## config.mk

```make
export PLATFORM = sky130hd
export DESIGN_NAME = input_conditioner
export DESIGN_NICKNAME = d
export VERILOG_FILES = /design/src/rtl/input_cond_pkg.sv /design/src/rtl/debounce_channel.sv /design/src/rtl/input_conditioner.sv
export SDC_FILE = /design/constraint.sdc
export NUM_CORES = 1
export LEC_CHECK = 0
export BUFFER_PORTS_ARGS = -buffer_cell sky130_fd_sc_hd__buf_2
export CAP_MARGIN = 30
export CORE_MARGIN = 2
export CORE_UTILIZATION = 30
export CTS_CLUSTER_DIAMETER = 150
export CTS_CLUSTER_SIZE = 24
export DETAILED_ROUTE_END_ITERATION = 8
export GPL_ROUTABILITY_DRIVEN = 0
export GPL_TIMING_DRIVEN = 0
export SLEW_MARGIN = 15
export SYNTH_ARGS = -nofsm -noshare
export SYNTH_HDL_FRONTEND = slang
export SYNTH_HIERARCHICAL = 1
export SYNTH_SLANG_ARGS = --single-unit
```

## constraint.sdc

```tcl
create_clock -name Clk -period 4.92 [get_ports Clk]
set_input_delay 0.246 -clock Clk [delete_from_list [all_inputs] [get_ports Clk]]
set_output_delay 0.246 -clock Clk [all_outputs]
set_load 0.01 [all_outputs]
```

## src/rtl/input_cond_pkg.sv

```systemverilog
// Shared constants for the input conditioner: debounce FSM state encodings,
// the default debounce length and a helper that sizes the stability counter.
package input_cond_pkg;

  // Debounce FSM encodings. Bit 0 tracks the level currently being accepted;
  // the two IDLE states have both bits equal.
  localparam logic [1:0] IDLE_LO = 2'b00;
  localparam logic [1:0] WAIT_HI = 2'b01;
  localparam logic [1:0] IDLE_HI = 2'b11;
  localparam logic [1:0] WAIT_LO = 2'b10;

  // 20 ms of stable input at a 50 MHz system clock.
  localparam int DEBOUNCE_CYCLES_DEFAULT = 1000000;

  // Stability counter width. The counter only has to reach DEBOUNCE_CYCLES-1.
  // The width is kept at least one bit so that a degenerate parameter still
  // elaborates.
  function automatic int cnt_width(input int cycles);
    return (cycles < 2) ? 1 : $clog2(cycles);
  endfunction

endpackage

```

## src/rtl/debounce_channel.sv

```systemverilog
// One conditioned input bit. It contains a two-flop synchroniser, a four-state
// debounce FSM with a stability counter, and registered level, pulse and
// toggle outputs. The input is expected to be already polarity-normalised,
// so 1 means asserted.
module debounce_channel
  import input_cond_pkg::*;
#(
  parameter int DEBOUNCE_CYCLES = DEBOUNCE_CYCLES_DEFAULT
) (
  input  logic Clk,
  input  logic Resetn,
  input  logic din_i,
  output logic level_o,
  output logic press_o,
  output logic release_o,
  output logic toggle_o
);

  localparam int CW = cnt_width(DEBOUNCE_CYCLES);
  localparam logic [CW-1:0] CNT_LAST = CW'(DEBOUNCE_CYCLES - 1);

  logic          s1_q, s2_q;
  logic [1:0]    state_q, state_d;
  logic [CW-1:0] cnt_q, cnt_d;
  logic          level_q, level_d;
  logic          press_q, press_d;
  logic          release_q, release_d;
  logic          toggle_q, toggle_d;

  // Two-flop synchroniser for the asynchronous button/switch line.
  always_ff @(posedge Clk or negedge Resetn) begin
    if (!Resetn) begin
      s1_q <= 1'b0;
      s2_q <= 1'b0;
    end else begin
      s1_q <= din_i;
      s2_q <= s1_q;
    end
  end

  // Debounce FSM. Any disagreeing sample during a WAIT state drops the FSM
  // back to the previous IDLE state. The counter restarts from zero on every
  // entry to a WAIT state and stops at CNT_LAST, so it never wraps.
  always_comb begin
    state_d = state_q;
    cnt_d   = cnt_q;
    case (state_q)
      IDLE_LO: begin
        if (s2_q) begin
          state_d = WAIT_HI;
          cnt_d   = '0;
        end
      end
      WAIT_HI: begin
        if (!s2_q)                 state_d = IDLE_LO;
        else if (cnt_q == CNT_LAST) state_d = IDLE_HI;
        else                        cnt_d   = cnt_q + CW'(1);
      end
      IDLE_HI: begin
        if (!s2_q) begin
          state_d = WAIT_LO;
          cnt_d   = '0;
        end
      end
      WAIT_LO: begin
        if (s2_q)                  state_d = IDLE_HI;
        else if (cnt_q == CNT_LAST) state_d = IDLE_LO;
        else                        cnt_d   = cnt_q + CW'(1);
      end
      default: begin
        state_d = IDLE_LO;
        cnt_d   = '0;
      end
    endcase
  end

  // Output next-state values are derived from the FSM transition. This lets
  // the registered outputs change on the same edge as the state.
  always_comb begin
    level_d   = (state_d == IDLE_HI) || (state_d == WAIT_LO);
    press_d   = (state_q == WAIT_HI) && (state_d == IDLE_HI);
    release_d = (state_q == WAIT_LO) && (state_d == IDLE_LO);
    toggle_d  = toggle_q ^ press_d;
  end

  // FSM, counter and output registers.
  always_ff @(posedge Clk or negedge Resetn) begin
    if (!Resetn) begin
      state_q   <= IDLE_LO;
      cnt_q     <= '0;
      level_q   <= 1'b0;
      press_q   <= 1'b0;
      release_q <= 1'b0;
      toggle_q  <= 1'b0;
    end else begin
      state_q   <= state_d;
      cnt_q     <= cnt_d;
      level_q   <= level_d;
      press_q   <= press_d;
      release_q <= release_d;
      toggle_q  <= toggle_d;
    end
  end

  assign level_o   = level_q;
  assign press_o   = press_q;
  assign release_o = release_q;
  assign toggle_o  = toggle_q;

endmodule

```

## src/rtl/input_conditioner.sv

```systemverilog
// Front end for the raw KEY/SW lines. It normalises each line's polarity so
// that 1 means asserted, then hands each bit to its own independent
// debounce channel.
module input_conditioner
  import input_cond_pkg::*;
#(
  parameter int N_CH            = 4,
  parameter int DEBOUNCE_CYCLES = DEBOUNCE_CYCLES_DEFAULT,
  parameter bit ACTIVE_LOW      = 1'b1
) (
  input  logic            Clk,
  input  logic            Resetn,
  input  logic [N_CH-1:0] raw_in,
  output logic [N_CH-1:0] level_out,
  output logic [N_CH-1:0] press_pulse,
  output logic [N_CH-1:0] release_pulse,
  output logic [N_CH-1:0] toggle_out
);

  logic [N_CH-1:0] norm_in;

  // Polarity normalisation happens ahead of the synchronisers.
  assign norm_in = raw_in ^ {N_CH{ACTIVE_LOW}};

  for (genvar gi = 0; gi < N_CH; gi++) begin : g_ch
    debounce_channel #(
      .DEBOUNCE_CYCLES(DEBOUNCE_CYCLES)
    ) u_ch (
      .Clk      (Clk),
      .Resetn   (Resetn),
      .din_i    (norm_in[gi]),
      .level_o  (level_out[gi]),
      .press_o  (press_pulse[gi]),
      .release_o(release_pulse[gi]),
      .toggle_o (toggle_out[gi])
    );
  end

endmodule

```

Word level (Yosys, flattened, before mapping)
Cells that the tools add are included.
{ "totals": {"elab_cells": 157, "reg_bits": 112} }
{ "classes": {"n_reduce_logical": 24, "mux": 52, "n_bitwise": 5, "n_eq_ne": 40, "add_sub_neg": 4} }
{ "op_table": {"columns": ["operator", "count"], "rows": [
  ["$mux W20", 20],
  ["$pmux W20 S4", 4],
  ["$add A20 B1 Y20 const B", 4],
  ["$eq A20 B20 Y1 const B", 4],
  ["$mux W2", 24],
  ["$eq A2 B2 Y1 const B", 16],
  ["$pmux W2 S4", 4],
  ["$logic_not A2 Y1", 8],
  ["$ne A2 B1 Y1 const B", 8],
  ["$ne A2 B2 Y1 const B", 8],
  ["$reduce_and A4 Y1", 4],
  ["$eq A2 B1 Y1 const B", 4],
  ["$logic_and A1 B1 Y1", 8],
  ["$logic_or A1 B1 Y1", 4],
  ["$not A4 Y4", 1],
  ["$xor A1 B1 Y1", 4]
]} }

Depth between registers and ports, before layout
Gate-level depths: netlist of the first run.
{ "depth": {"depth_word": 7, "ltp_mapped": 9, "depth_no_buf": 8} }

Cells and area by module
Netlist of the first run, hierarchy kept.
{ "by_module_without_submodules": {"columns": ["module", "seq_area_each_um2", "cells_each", "area_each_um2", "n_inst"], "rows": [
  ["debounce_channel at g_ch[1].u_ch ...", 675.6, 149, 1460.2, 2],
  ["debounce_channel at g_ch[0].u_ch", 675.6, 176, 1606.5, 1],
  ["debounce_channel at g_ch[3].u_ch", 675.6, 153, 1503.9, 1],
  ["input_conditioner", 0.0, 4, 15.0, 1]
]} }

Least setup slack after synthesis of the first run
OpenSTA, ideal clock, no wires.
{ "synth_timing": {"kind": "reg2reg", "start": "register, netlist name g_ch[1].u_ch/level_o", "end": "register g_ch[1].u_ch.cnt_q[13]", "arrival_ns": 2.092, "stages_incl_launch_ff": 9, "path_slack_ns": 2.706, "setup_time_ns": 0.121, "path_cell_list": "dfrtp_1 -> inv_1 -> ha_1 -> or3_1 -> a211oi_1 -> o21a_1 -> nand4_1 -> xor2_1 -> nor2_1"} }
{ "synth_rtl": {"columns": ["item", "line", "text"], "rows": [
  ["end signal, assigned", "debounce_channel.sv:97", "cnt_q <= cnt_d;"],
  ["end, declared", "debounce_channel.sv:24", "logic [CW-1:0] cnt_q, cnt_d;"]
]} }

==> results.json, run 1 <==
{
  "status": "finished clean",
  "track_usage": 0.118,
  "start_kind": "flop",
  "crit_arrival_ns": 2.77,
  "routed_via_density": 4.88,
  "cts.path.max_buffers": 2,
  "finalNetCount": 692,
  "io_pins": 22,
  "synth_top_area_share": 0.447,
  "path_class": "reg2reg",
  "p_leak_nw": 3.00,
  "ir_worst_vdd_v": 0.000159,
  "design.core.area_sq_um": 19600,
  "cts_resized": 0,
  "finalCritPeriodShare": 0.516,
  "synth_area_leaders": "dfrtp_1, xor2_1, nor2_1",
  "holdWs_ns": 0.0295,
  "diodes": 0,
  "synth-compound-area-share": 0.143,
  "synth_area_per_cell_sq_um": 9.58,
  "required_ns": 5.15,
  "first_pass_iters": 4,
  "slew_violations": 0,
  "synth_cell_types": 68,
  "port_buffers": 21,
  "cts_buffers": 9,
  "setup_viol": 0,
  "synth_fa_ha_area_frac": 0.0435,
  "yosys_warnings": 6,
  "gr-total-overflow": 0,
  "min-delay-path-class": "in2reg",
  "fillers": 2004,
  "dieArea_sq_um": 21300,
  "cts_tree": "yes",
  "totalWireLength_microns": 11900,
  "area_growth_pct": 13.3,
  "ys_async_sr_fraction": 1.00,
  "drtAntennaViolNets": 0,
  "num_rows": 51,
  "finalHoldViolCount": 0,
  "path_max_fanout": 6,
  "grt_pass1_vias": 4465,
  "synth_area_sq_um": 6050,
  "layout_min_cycle_time_ns": 2.54,
  "start_util": 0.309,
  "yosysSeqAreaShare": 0.447,
  "wl_per_cell_microns": 12.7,
  "rsz0062_at_grt": "false",
  "cts_root_buffer": "clkbuf_16",
  "drc": 0,
  "muxShareOfSynthArea": 0.00497,
  "dp_hpwl_microns": 8380,
  "syn-num-nets": 658,
  "synth_edf_count": 0,
  "die_y_microns": 146,
  "tns_ns": 0,
  "clkLatencyLatePin_ns": 0.35,
  "cp-end-kind": "flop",
  "finalClockSkew_ns": 0.00915,
  "max_slew_margin": 0.563,
  "ys_ff_latch": 108,
  "grt_pass1_wl_microns": 21200,
  "die_x_microns": 146,
  "p_per_area_nw_per_um2": 347,
  "num_vias": 4565,
  "synth_top_family_by_area": "simple AND/OR/NAND/NOR gates",
  "synth.largest_area_cell": "dfrtp_1",
  "synth_cells": 631,
  "yosys.area_share.simple": 0.246,
  "synthXorXnorAreaFrac": 0.0834,
  "worstMarginPinSlew_ns": 0.646,
  "clkSinkCount": 108,
  "post_cts_buffers": 0,
  "synth-main-ff-cell": "dfrtp_1",
  "clkTransAtPathRegs_ns": 0.07,
  "max_cap_viol_count": 0,
  "h-tree-depth": 3,
  "antenna_found_initial": 0,
  "drt_iter0_drc": 267,
  "cts_hold_buf": 1,
  "grt_max_degree": 60,
  "max_freq_ghz": 0.394,
  "drive_gt1_frac": 0.119
}
## registers in the layout (all words and copies together) (netlist names)
signal               cells
g_ch.u_ch/toggle_o       4
g_ch.u_ch/state_q        4
g_ch.u_ch/s1_q           4
g_ch.u_ch/s2_q           4
g_ch.u_ch/release_o      4
g_ch.u_ch/cnt_q         80
g_ch.u_ch/level_o        4
g_ch.u_ch/press_o        4
## worst paths after layout
path | depth (start not counted) | slack (ns) | end | from
max reg2reg | 8 | 2.38 | g_ch[2].u_ch/cnt_q[13] | g_ch[2].u_ch/level_o
max in group asynchronous | 3 | 3.86 | g_ch[2].u_ch/cnt_q[2] | Resetn
min reg2reg | 0 | 0.35 | g_ch[2].u_ch/s2_q | g_ch[2].u_ch/s1_q
min | 2 | 0.03 | g_ch[2].u_ch/s1_q | raw_in[2]
max | 8 | 2.38 | g_ch[2].u_ch/cnt_q[13] | g_ch[2].u_ch/level_o
min in group asynchronous | 2 | 0.41 | g_ch[3].u_ch/cnt_q[1] | Resetn
## where the power goes
| group | leakage [nW] | switching, mW | total, mW | internal, mW |
|---|---|---|---|---|
| Combinational | 1.38 | 0.352 | 0.555 | 0.203 |
| Sequential | 1.47 | 0.0790 | 1.03 | 0.952 |
| Clock | 0.152 | 0.329 | 0.791 | 0.462 |
| Total | 3.00 | 0.760 | 2.38 | 1.62 |
## stage by stage
stage / std cells / setup WS, ns / utilization / area [sq um] / power, mW
CTS: 935 / 2.36 / 0.350 / 6850 / 2.41
global route: 935 / 2.16 / 0.350 / 6850 / 2.54
finish: 935 / 2.38 / 0.350 / 6850 / 2.38
global placement: 917 / 2.25 / 0.331 / 6480 / 1.60
floorplan: 631 / 2.71 / - / 6050 / 1.45
detailed placement: 918 / 2.40 / 0.333 / 6520 / 1.60
## final cells by class
type | instances | area [sq um] | share of cell area
Inverter | 27 | 101 | 0.0148
Sequential cell | 108 | 2700 | 0.394
Clock buffer | 11 | 243 | 0.0354
Clock inverter | 5 | 83.8 | 0.0122
Buffer | 16 | 90.1 | 0.0131
Multi-Input combinational cell | 480 | 3150 | 0.460
Timing Repair Buffer | 23 | 149 | 0.0217
Tap cell | 265 | 332 | 0.0484
## critical path, cell delays in order (launching register included)
cell      delay [ns]
dfrtp_1         0.45
inv_1           0.11
ha_1            0.27
or3_1           0.45
a211oi_1        0.53
o21a_1          0.29
nand4_1         0.13
xor2_1          0.14
nor2_1          0.05
## layer usage
metal  global-route usage  up-vias  share of wire  wire [microns]
met4               0.0373        0          0.013             156
met5                    0        -              0               0
li1                     -     2331              -               -
met3               0.0295       10          0.032             379
met1                0.158     2181           0.51            6010
met2                0.187       43           0.45            5350
## layout by cell type, fill, tap and decap left out, drive strengths merged, types with 14 or more instances in the layout
master | Yosys | layout
a21oi | 20 | 20
buf | 7 | 29
inv | 27 | 28
xor2 | 36 | 36
xnor2 | 19 | 19
o21ai | 31 | 31
dfrtp | 108 | 108
nor3 | 14 | 14
and3 | 23 | 23
clkbuf | 9 | 20
nand3 | 32 | 32
nand2 | 61 | 61
nor2 | 72 | 72
ha | 21 | 21
## cells by family (layout without fill, tap and decap cells)
family	count (synthesis)	after routing
simple gates	281	281
compound gates	120	120
flops	108	108
xor+xnor	55	55
buf+inv	43	82
fa+ha+maj	21	21
mux	3	3
## synth_stat cells, types with 8 or more instances
cell / n
nand4_1: 12
nand3_1: 32
a22o_1: 8
nor4_1: 13
and3_1: 18
xnor2_1: 19
dfrtp_1: 108
ha_1: 21
a211oi_1: 8
clkbuf_1: 8
a21oi_1: 20
nor2_1: 72
nand2_1: 60
nor3_1: 14
and2_1: 10
o21ai_0: 28
inv_1: 27
xor2_1: 33
o21a_1: 12
Power figures use the tool's default switching activity.
==> run 2, diff against run 1 <==
- clock period: 4.92 -> 2.2 ns (I/O delays scaled with it)
==> results.json, run 2 (synthesis results as in run 1) <==
{
  "post-route-cell-area_sq_um": 7470,
  "die_x_microns": 146,
  "p_int_mw": 3.67,
  "antenna_found_initial": 0,
  "regToRegSetupSlack_ns": 0.03,
  "drtAntennaViolNets": 0,
  "cp_cell_sequence": "ha_4, nand2_2, or4_4, or2_4, o221ai_4, and3_4, xor2_2",
  "first_pass_iters": 4,
  "slew_violations": 0,
  "gr-total-overflow": 0,
  "layout_setup_ws_ns": 0.0304,
  "rr_endpoint": "g_ch[1].u_ch/toggle_o",
  "drc": 0,
  "setup_viol": 0,
  "grt_pass1_vias": 4537,
  "worstMarginPinSlew_ns": 0.441,
  "area_growth_pct": 23.5,
  "clkTransAtPathRegs_ns": 0.07,
  "largest_reg_flops": 80,
  "cts_root_buffer": "clkbuf_16",
  "regArea_sq_um": 2710,
  "clkPwrFrac": 0.278,
  "p_per_area_nw_per_um2": 742,
  "pre_cts_ws_ns": -0.286,
  "io_pins": 22,
  "cts_tree": "yes",
  "track_usage": 0.120,
  "holdWs_ns": 0.210,
  "p_leak_nw": 3.18,
  "placed_cell_area_sq_um": 6530,
  "path_max_fanout": 5,
  "cts_buffers": 9,
  "max_cap_viol_count": 0,
  "start_util": 0.309,
  "dieArea_sq_um": 21300,
  "crit_buf_inv": 0,
  "power_frac_seq": 0.419,
  "routed_via_density": 4.92,
  "grt_pass1_wl_microns": 21600,
  "path_class": "reg2reg",
  "final_core_util": 0.381,
  "totalWireLength_microns": 12800,
  "design.core.area_sq_um": 19600,
  "dp_hpwl_microns": 8280,
  "ir_worst_vdd_v": 0.000368,
  "critPathTopFamily": "simple AND/OR/NAND/NOR gates",
  "max_freq_ghz": 0.461,
  "max_stage_delay_ns": 0.58,
  "p_comb_frac": 0.303,
  "switchingPower_mw": 1.87,
  "grt_max_degree": 78,
  "diodes": 0,
  "min-delay-path-class": "in2async",
  "status": "finished clean",
  "cp-end-kind": "flop",
  "finalClockSkew_ns": 0.00899,
  "cts.path.max_buffers": 2,
  "num_rows": 51,
  "clkLatencyLatePin_ns": 0.35,
  "top_register": "g_ch.u_ch/cnt_q",
  "port_buffers": 21,
  "switching_share": 0.337,
  "wl_per_cell_microns": 13.2,
  "required_ns": 2.48,
  "rr_worst_depth": 7,
  "h-tree-depth": 3,
  "finalCritPeriodShare": 0.986,
  "num_vias": 4754,
  "timing.rr.start": "g_ch[1].u_ch/cnt_q[1]",
  "rsz0062_at_grt": "true",
  "drive_gt1_frac": 0.248,
  "final_cell_mix": "dfrtp_1, nor2_1, nand2_1",
  "final_common_cell": "dfrtp_1",
  "finalHoldViolCount": 0,
  "fillers": 1968,
  "multi_input_area_sq_um": 3510,
  "clkSinkCount": 108,
  "finalNetCount": 724,
  "cp_slowest_cell": "or4_4",
  "start_kind": "flop",
  "drt_iter0_drc": 286,
  "max_slew_margin": 0.702,
  "crit_arrival_ns": 2.45,
  "die_y_microns": 146,
  "layout_min_cycle_time_ns": 2.17
}
## run 2: changes by cell type in the layout (fill, tap and decap cells not counted), moves of 5 or more
cell,previous run,this run
nor2_1,72,67
dfrtp_2,0,7
ha_1,21,11
buf_4,2,32
nor4_1,13,7
nor3_1,14,9
buf_6,3,8
a211oi_1,8,3
nor3_2,0,5
nor4_2,0,6
clkbuf_1,9,2
ha_4,0,7
dfrtp_1,108,101
## run 2: worst reg2reg max path: stages (launching register included)
cell and delay, ns:
dfrtp_2 0.42, ha_4 0.16, nand2_2 0.07, or4_4 0.58, or2_4 0.30, o221ai_4 0.20
and3_4 0.23, xor2_2 0.13
## run 2: power groups by stage
stage	Sequential, mW	Combinational [mW]	Clock (mW)
floorplan	2.30	0.943	0
global placement	2.34	1.23	0
detailed placement	2.34	1.24	0
CTS	2.29	1.38	1.62
global route	2.35	1.88	1.70
finish	2.32	1.68	1.54
## run 2: stage by stage
step / setup TNS [ns] / std cells / total power, mW
floorplan: 0 / 631 / 3.24
global route: -0.434 / 967 / 5.93
global placement: -45.41 / 917 / 3.57
finish: 0 / 967 / 5.54
detailed placement: -10.82 / 918 / 3.58
CTS: 0 / 951 / 5.29
## run 2: worst max path at each step
stage,slack (ns),to,start,cells past startpoint
after floorplan,0.05,g_ch[1].u_ch/cnt_q[11],g_ch[1].u_ch/level_o,8
after detailed placement,-0.29,g_ch[0].u_ch/cnt_q[13],g_ch[0].u_ch/level_o,8
after global placement,-0.34,g_ch[2].u_ch/release_o,Resetn,1
final,0.03,g_ch[1].u_ch/toggle_o,g_ch[1].u_ch/cnt_q[1],7
after global routing,-0.1,g_ch[0].u_ch/cnt_q[14],g_ch[0].u_ch/state_q[0],7
after CTS,0.0002,g_ch[1].u_ch/cnt_q[8],g_ch[1].u_ch/level_o,8
## run 2: layout make-up
cell class | instances | area share
timing repair buffer | 59 | 0.0600
clock inverter | 5 | 0.00486
tap | 265 | 0.0444
buffer | 12 | 0.0119
multi-input combinational | 480 | 0.470
sequential | 108 | 0.363
inverter | 27 | 0.0136
clock buffer | 11 | 0.0325
## run 2: metal layers
metal  track usage  share of wire
met2         0.187           0.47
met1         0.166           0.49
met4        0.0422          0.014
met5             0              0
met3        0.0248          0.027
## run 2: timing repair
| action | in CTS | in global routing |
|---|---|---|
| hold buffers | 5 | 0 |
| cloned | 1 | 0 |
| resized for setup | 25 | 65 |
| pin swaps | 5 | 24 |
| hold endpoints to repair | 35 | 0 |
| setup buffers | 13 | 18 |
| setup endpoints to repair | 60 | 67 |
